[src/rtl/glyph_writer.sv]
// glyph_writer: copies one 32x32 1-bpp font glyph into a 640x480 framebuffer cell.
// Ports:
//   CLK, reset                      clock and asynchronous active-high reset
//   req_valid/req_ready             request handshake (ready only while idle)
//   req_col, req_row                target cell (col 0..19, row 0..14)
//   req_code, req_inv               glyph code and pixel inversion
//   font_addr/font_data             registered font ROM port, addr = {code, line}
//   fb_wraddr/fb_data/fb_wren       framebuffer write port, bit 31 = leftmost pixel
//   done, err                       completion pulse / out-of-range rejection pulse
module glyph_writer #(
  parameter int HWORDS   = 20,
  parameter int CELL_H   = 32,
  parameter int FB_DEPTH = 9600
) (
  input  logic        CLK,
  input  logic        reset,
  input  logic        req_valid,
  output logic        req_ready,
  input  logic [4:0]  req_col,
  input  logic [3:0]  req_row,
  input  logic [7:0]  req_code,
  input  logic        req_inv,
  output logic [12:0] font_addr,
  input  logic [31:0] font_data,
  output logic [13:0] fb_wraddr,
  output logic [31:0] fb_data,
  output logic        fb_wren,
  output logic        done,
  output logic        err
);
  localparam int CELL_WORDS = HWORDS * CELL_H;
  localparam int ROWS       = FB_DEPTH / CELL_WORDS;
  typedef enum logic [2:0] {IDLE, FETCH, WAIT, WRITE, DONE} state_t;
  state_t      state_q, state_d;
  logic [7:0]  code_q, code_d;
  logic        inv_q, inv_d;
  logic [4:0]  line_q, line_d;
  logic [13:0] base_q, base_d;
  logic        ready_q, ready_d, wren_q, wren_d, done_q, done_d, err_q, err_d;
  logic [12:0] font_addr_q, font_addr_d;
  logic [13:0] wraddr_q, wraddr_d;
  logic [31:0] data_q, data_d;
  logic        in_range;
  assign in_range  = int'(req_col) < HWORDS && int'(req_row) < ROWS;
  assign req_ready = ready_q;
  assign font_addr = font_addr_q;
  assign fb_wraddr = wraddr_q;
  assign fb_data   = data_q;
  assign fb_wren   = wren_q;
  assign done      = done_q;
  assign err       = err_q;
  // Outputs are registered: each is computed for the state being entered.
  always_comb begin
    state_d     = state_q;
    code_d      = code_q;
    inv_d       = inv_q;
    line_d      = line_q;
    base_d      = base_q;
    font_addr_d = font_addr_q;
    wraddr_d    = wraddr_q;
    data_d      = data_q;
    ready_d     = 1'b0;
    wren_d      = 1'b0;
    done_d      = 1'b0;
    err_d       = 1'b0;
    case (state_q)
      IDLE: begin
        ready_d = 1'b1;
        if (req_valid && in_range) begin
          state_d     = FETCH;
          ready_d     = 1'b0;
          code_d      = req_code;
          inv_d       = req_inv;
          line_d      = 5'd0;
          base_d      = 14'(req_row) * 14'(CELL_WORDS) + 14'(req_col);
          font_addr_d = {req_code, 5'd0};
        end else if (req_valid) begin
          err_d = 1'b1;
        end
      end
      FETCH: state_d = WAIT;
      WAIT: begin
        // ROM word for font_addr is valid now; it goes straight into the write register.
        state_d  = WRITE;
        wren_d   = 1'b1;
        wraddr_d = base_q + 14'(line_q) * 14'(HWORDS);
        data_d   = font_data ^ {32{inv_q}};
      end
      WRITE: begin
        if (line_q == 5'(CELL_H - 1)) begin
          state_d = DONE;
          done_d  = 1'b1;
        end else begin
          state_d     = FETCH;
          line_d      = line_q + 5'd1;
          font_addr_d = {code_q, line_q + 5'd1};
        end
      end
      DONE: begin
        state_d = IDLE;
        ready_d = 1'b1;
      end
      default: begin
        state_d = IDLE;
        ready_d = 1'b1;
      end
    endcase
  end
  always_ff @(posedge CLK or posedge reset) begin
    if (reset) begin
      state_q     <= IDLE;
      code_q      <= '0;
      inv_q       <= 1'b0;
      line_q      <= '0;
      base_q      <= '0;
      font_addr_q <= '0;
      wraddr_q    <= '0;
      data_q      <= '0;
      ready_q     <= 1'b1;
      wren_q      <= 1'b0;
      done_q      <= 1'b0;
      err_q       <= 1'b0;
    end else begin
      state_q     <= state_d;
      code_q      <= code_d;
      inv_q       <= inv_d;
      line_q      <= line_d;
      base_q      <= base_d;
      font_addr_q <= font_addr_d;
      wraddr_q    <= wraddr_d;
      data_q      <= data_d;
      ready_q     <= ready_d;
      wren_q      <= wren_d;
      done_q      <= done_d;
      err_q       <= err_d;
    end
  end
endmodule

[config.mk]
export PLATFORM = sky130hd
export DESIGN_NAME = glyph_writer
export DESIGN_NICKNAME = d
export VERILOG_FILES = /design/src/rtl/glyph_writer.sv
export SDC_FILE = /design/constraint.sdc
export NUM_CORES = 1
export LEC_CHECK = 0
export CORE_ASPECT_RATIO = 1.1
export CORE_MARGIN = 2
export CORE_UTILIZATION = 45
export DETAILED_ROUTE_END_ITERATION = 8
export PLACE_DENSITY = 0.76
export SLEW_MARGIN = 20
export SYNTH_ARGS = -nofsm -noshare
export SYNTH_HDL_FRONTEND = slang
export SYNTH_SLANG_ARGS = --single-unit
[constraint.sdc]
create_clock -name CLK -period 8.45 [get_ports CLK]
set_input_delay 1.69 -clock CLK [delete_from_list [all_inputs] [get_ports CLK]]
set_output_delay 1.69 -clock CLK [all_outputs]
set_load 0.01 [all_outputs]
# Yosys cells after proc, flatten, opt, wreduce, memory -nomap -nowiden
# Cells that the tools add are included.
[word_totals]
ff_bits = 94
latchBits = 0
mem_bits_rw = 0
romBits = 0
out_inout_bits = 63
word_cells = 50
mem_count = 0
[classes]
n_addsub = 3
multipliers = 2
div = 0
n_lt_le_gt_ge = 2
n_eq_ne = 6
n_shift = 0
n_mux = 17
bitwise_logic = 1
n_reduce_logical = 7
[op_table]
columns = ["op", "count"]
rows = [
  ["32-bit XOR", 1],
  ["13-bit 2-to-1 mux", 2],
  ["13-bit case mux with 2 select lines", 1],
  ["14-bit by 10-bit adder with 14-bit output", 1],
  ["14-bit by 5-bit adder with 14-bit output", 1],
  ["3-bit case mux with 4 select lines", 1],
  ["5-bit 2-to-1 mux", 2],
  ["5-bit case mux with 2 select lines", 1],
  ["5-bit by 3-bit multiplier with 8-bit output (second input constant)", 1],
  ["4-bit by 3-bit multiplier with 7-bit output (second input constant)", 1],
  ["1-bit 2-to-1 mux", 7],
  ["3-bit by 2-bit equality test with 1-bit output (second input constant)", 2],
  ["3-bit 2-to-1 mux", 2],
  ["5-bit by 1-bit adder with 5-bit output (second input constant)", 1],
  ["5-bit equality test (second input constant)", 1],
  ["5-bit less-than comparator (second input constant)", 1],
  ["4-bit less-than comparator (second input constant)", 1],
  ["2-bit inequality test (second input constant)", 2],
  ["3-bit by 1-bit equality test with 1-bit output (second input constant)", 1],
  ["3-bit logical NOT", 1],
  ["3-bit AND reduction", 1],
  ["3-bit OR reduction", 1],
  ["1-bit logical AND", 2],
  ["1-bit case mux with 2 select lines", 1],
  ["other kinds (2)", 2],
]

# Longest topological paths before layout
[depth]
ltp_word = 5
mapped_depth = 11
depth_no_buf = 11

# Worst setup path before layout
# Ideal clock, no wire load.
[synth_timing]
path_type = "input to register"
startpoint = "in req_col[2]"
endpoint = "reg base_q[2]"
setup_ps = 125
t_arrival_ps = 2771
slack_ps = 5554
stages = 5
n_path_buf = 1
cell_sequence = "o21a_1 -> a41oi_2 -> nand2_4 -> buf_2 -> mux2_4"
[synth_via]
elab_chain_cells = 4
elab_cells_between_ends = 5
classes_between = "add/sub: 1; order compare: 1; reduce/logical: 3"
[synth_rtl]
columns = ["item", "line_no", "text"]
rows = [
  ["start, declared", "19", "input logic [4:0] req_col,"],
  ["branches (longest 4 deep; another with 14-bit by 5-bit adder with 14-bit output)", "--", ""],
  ["end signal, assigned", "128", "base_q <= base_d;"],
  ["end, declared", "38", "logic [13:0] base_q, base_d;"],
]
# Several ways; the timed one is not identified.
# A chain may end at the register's enable or synchronous reset.

# Final worst setup path
[layout_timing]
startpoint = "in req_col[2]"
endpoint = "reg code_q[5]"
[layout_via]
elab_chain_cells = 4
[layout_rtl]
columns = ["item", "line_no", "text"]
rows = [
  ["5-bit less-than comparator", "44", "assign in_range = int'(req_col) < HWORDS && int'(req_row) < ROWS;"],
  ["1-bit logical AND", "44", ""],
  ["1-bit logical AND", "69", "if (req_valid && in_range) begin"],
  ["2-bit AND reduction (no source line)", "--", ""],
  ["end signal, assigned", "125", "code_q <= code_d;"],
  ["end, declared", "35", "logic [7:0] code_q, code_d;"],
]
# No other way between the ends.

==> results.sh <==
export IMPL_period_share_pct=37.6
export IMPL_synth_edff_count=0
export IMPL_combPwrFrac_pct=49.6
export IMPL_power_density_mw_per_mm2=357
export IMPL_core_area_sq_mm=0.00892
export IMPL_synth_cell_area_sq_mm=0.00417
export IMPL_tightest_slew_ns=0.855
export IMPL_relSlewSlack_pct=43.0
export IMPL_drt_vias_per_instance=4.96
export IMPL_yosys_area_top_type="dfrtp_1"
export IMPL_nFillCells=737
export IMPL_switching_share_pct=36.8
export IMPL_first_iter_violations=163
export IMPL_antenna_left=0
export IMPL_finalSetupViolations=0
export IMPL_rows=36
export IMPL_grt_ovfl_total=0
export IMPL_cts_root_buf="clkbuf_8"
export IMPL_drive_gt1_share_pct=6.50
export IMPL_grt_pass1_vias=3049
export IMPL_die_w_microns=95.8
export IMPL_cp_num_cells=5
export IMPL_path_clk_slew_ns=0.08
export IMPL_outcome="finished clean"
export IMPL_fin_crit_ns=3.17
export IMPL_hold_worst_slack_ns=0.473
export IMPL_wire_per_inst_microns=14.3
export IMPL_finalNetCount=578
export IMPL_cts_hold_buffers=0
export IMPL_drcViolationCount=0
export IMPL_synth_top_area_share_pct=51.6
export IMPL_syn_area_per_cell_sq_um=10.6
export IMPL_ioPinCount=116
export IMPL_power_leakage_nw=2.42
export IMPL_grt_max_degree=88
export IMPL_netlist_top_cells_area="dfrtp_1 52%, xnor2_1 8.0%, a21oi_1 5.8%"
export IMPL_start_util_pct=46.8
export IMPL_cts_tree="built"
export IMPL_multi_input_area_sq_mm=0.00184
export IMPL_die_y_microns=105
export IMPL_r2r_setup_slack_ns=5.50
export IMPL_post_cts_buffers=0
export IMPL_drv_slew=0
export IMPL_synth_nets=466
export IMPL_max_cap_violations=0
export IMPL_ys_dominant_reg_cell="dfrtp_1"
export IMPL_port_buffers=115
export IMPL_clkPwrFrac_pct=13.7
export IMPL_dpl_hpwl_microns=6350
export IMPL_crit_buf_inv=1
export IMPL_r2r_end="fb_wraddr[11]"
export IMPL_grt_pass1_wl_microns=14500
export IMPL_fmax_ghz=0.315
export IMPL_r2r_start="line_q[1]"
export IMPL_ys_warnings_count=0
export IMPL_num_vias=3086
export IMPL_synth_cell_types=43
export IMPL_synthArstFlopShare_pct=100
export IMPL_wirelength_microns=8870
export IMPL_cp_required_ns=8.68
export IMPL_gp_congestion=0.750
export IMPL_p_int_w=0.00126
export IMPL_worstSetupStartpointType="input pin"
export IMPL_crit_fanout=35
export IMPL_crit_end="code_q[5]"
export IMPL_arrival_ns=3.41
export IMPL_critical_path_max_stage_delay_ns=0.42
export IMPL_path_cells="clkdlybuf4s50_1 > o21a_1 > a41oi_2 > nand2_4 > mux2_1"
export IMPL_fin_skew_ns=0.00781
export IMPL_antenna_cells=0
export IMPL_hold_class="reg -> reg"
export IMPL_fin_tns_setup_ns=0
export IMPL_clock_sinks=87
export IMPL_drtPass1Iterations=4
export IMPL_postSynthCellCount=392
export IMPL_antenna_found_initial=0
export IMPL_layout_area_overhead_vs_synth_pct=34.0
export IMPL_rsz0062_at_grt="false"
export IMPL_cp_end_kind="register"
export IMPL_p_sw_w=0.000734
export IMPL_htreeDepth=3
export IMPL_worst_r2r_cell_count=10
export IMPL_regArea_sq_mm=0.00218
export IMPL_ir_drop_uv=214
export IMPL_startpoint="req_col[2]"
export IMPL_synth_seq_cells=87
export IMPL_clock_path_buffers=2
export IMPL_crit_type="in -> reg"
export IMPL_cts_resized=0
export IMPL_clkLatencyLatePin_ns=0.35
export IMPL_design_power_total_w=0.00200
export IMPL_critPathSlowestCell="clkdlybuf4s50_1"
export IMPL_power_frac_seq_pct=36.7
export IMPL_hold_viol=0
export IMPL_ys_seq_area_share_pct=52.2
export IMPL_grt_total_usage_pct=18.4
export IMPL_dieArea_sq_mm=0.0101
export IMPL_cts_buffers=9
export IMPL_critPathTopFamily="compound AO/OA/AOI/OAI gates"
-- area by class of cell --
class | count | area share, %
inverters | 20 | 1.39
multi-input cells | 268 | 32.8
clock inverters | 4 | 0.850
clock buffers | 11 | 2.35
flip-flops and latches | 87 | 39.0
well taps | 114 | 2.55
repair buffers | 118 | 21.1
-- layer usage --
metal | GRT usage (%) | vias to the layer above | share of wire, %
met5 | 0 | - | 0
met4 | 7.65 | 0 | 1.3
met3 | 3.89 | 8 | 5.8
met2 | 29.0 | 88 | 48
met1 | 24.4 | 1454 | 45
li1 | - | 1536 | -
-- worst min-delay path: stages, from the launching register on --
cell and delay (ns):
dfrtp_1 0.35, nand2_1 0.05, nand2_1 0.05
-- cell families after synthesis --
family	Yosys count	share of synthesized area (%)
buffers and inverters	37	3.78
multiplexers	18	5.13
AO/OA/AOI/OAI	86	11.8
adder cells (fa/ha/maj)	21	6.84
XOR/XNOR	46	9.66
flip-flops	87	52.2
AND/OR/NAND/NOR	97	10.6
-- registers in the layout, indices dropped and copies added (netlist names) --
| signal | cells |
|---|---|
| line_q | 4 |
| state_q | 3 |
| err | 1 |
| fb_wren | 1 |
| req_ready | 1 |
| base_q | 12 |
| fb_data | 32 |
| inv_q | 1 |
| fb_wraddr | 14 |
| code_q | 8 |
| font_addr | 9 |
| done | 1 |
-- cell usage after synthesis (2+ instances only) --
library cell  number
nor2b_1            3
dfrtp_1           86
nor2_1            40
nand3_1            9
xor2_1             8
mux2_2             5
clkbuf_1           4
a21oi_1           48
inv_1             19
a21o_1             4
o22ai_1            8
mux2_1            10
ha_1              18
mux2_4             3
buf_2              9
nand2_1           31
nand2b_1           2
o21bai_1           2
nor3_1             3
o21ai_0           13
xnor2_1           38
o21ai_1            2
fa_1               3
buf_1              3
a211oi_1           2
o2111ai_1          2
-- how the worst min path moves through the flow --
stage	from	cells past startpoint	endpoint
after floorplan	base_q[0]	2	fb_wraddr[0]
after global placement	base_q[0]	2	fb_wraddr[0]
after detailed placement	base_q[0]	2	fb_wraddr[0]
after CTS	base_q[0]	2	fb_wraddr[0]
after global routing	fb_wraddr[11]	2	fb_wraddr[11]
final	base_q[0]	2	fb_wraddr[0]
-- metrics by stage --
stage	cells	area, sq um	utilization, %	setup WS [ns]
2_1_floorplan	392	4170	-	4.51
3_3_place_gp	607	5410	60.6	4.96
3_5_place_dp	607	5410	60.6	4.90
4_1_cts	622	5590	62.6	5.28
5_1_grt	622	5590	62.7	5.18
6_report	622	5590	62.7	5.28
-- cell usage in the layout (no fill, tap or decap), types with 2 or more instances in the layout --
| master | count |
|---|---|
| dfrtp_1 | 86 |
| a211oi_1 | 2 |
| nand2b_1 | 2 |
| xor2_1 | 8 |
| nand3_1 | 9 |
| mux2_2 | 5 |
| o21ai_0 | 13 |
| inv_1 | 18 |
| mux2_4 | 3 |
| ha_1 | 18 |
| nor2b_1 | 3 |
| o22ai_1 | 8 |
| nand2_1 | 31 |
| a21oi_1 | 48 |
| clkbuf_8 | 9 |
| o2111ai_1 | 2 |
| o21ai_1 | 2 |
| clkinv_2 | 4 |
| clkbuf_1 | 2 |
| nor3_1 | 3 |
| fa_1 | 3 |
| mux2_1 | 10 |
| o21bai_1 | 2 |
| nor2_1 | 40 |
| clkdlybuf4s50_1 | 115 |
| xnor2_1 | 38 |
| a21o_1 | 4 |
| buf_4 | 2 |
-- power groups by stage --
stage	Clock, W	Sequential, W	Combinational (W)
floorplan	0	0.000787	0.000542
finish	0.000273	0.000733	0.000990
CTS	0.000282	0.000735	0.00100
global placement	0	0.000733	0.000974
detailed placement	0	0.000743	0.000998
global route	0.000302	0.000758	0.00110
Power figures use the tool's default switching activity.
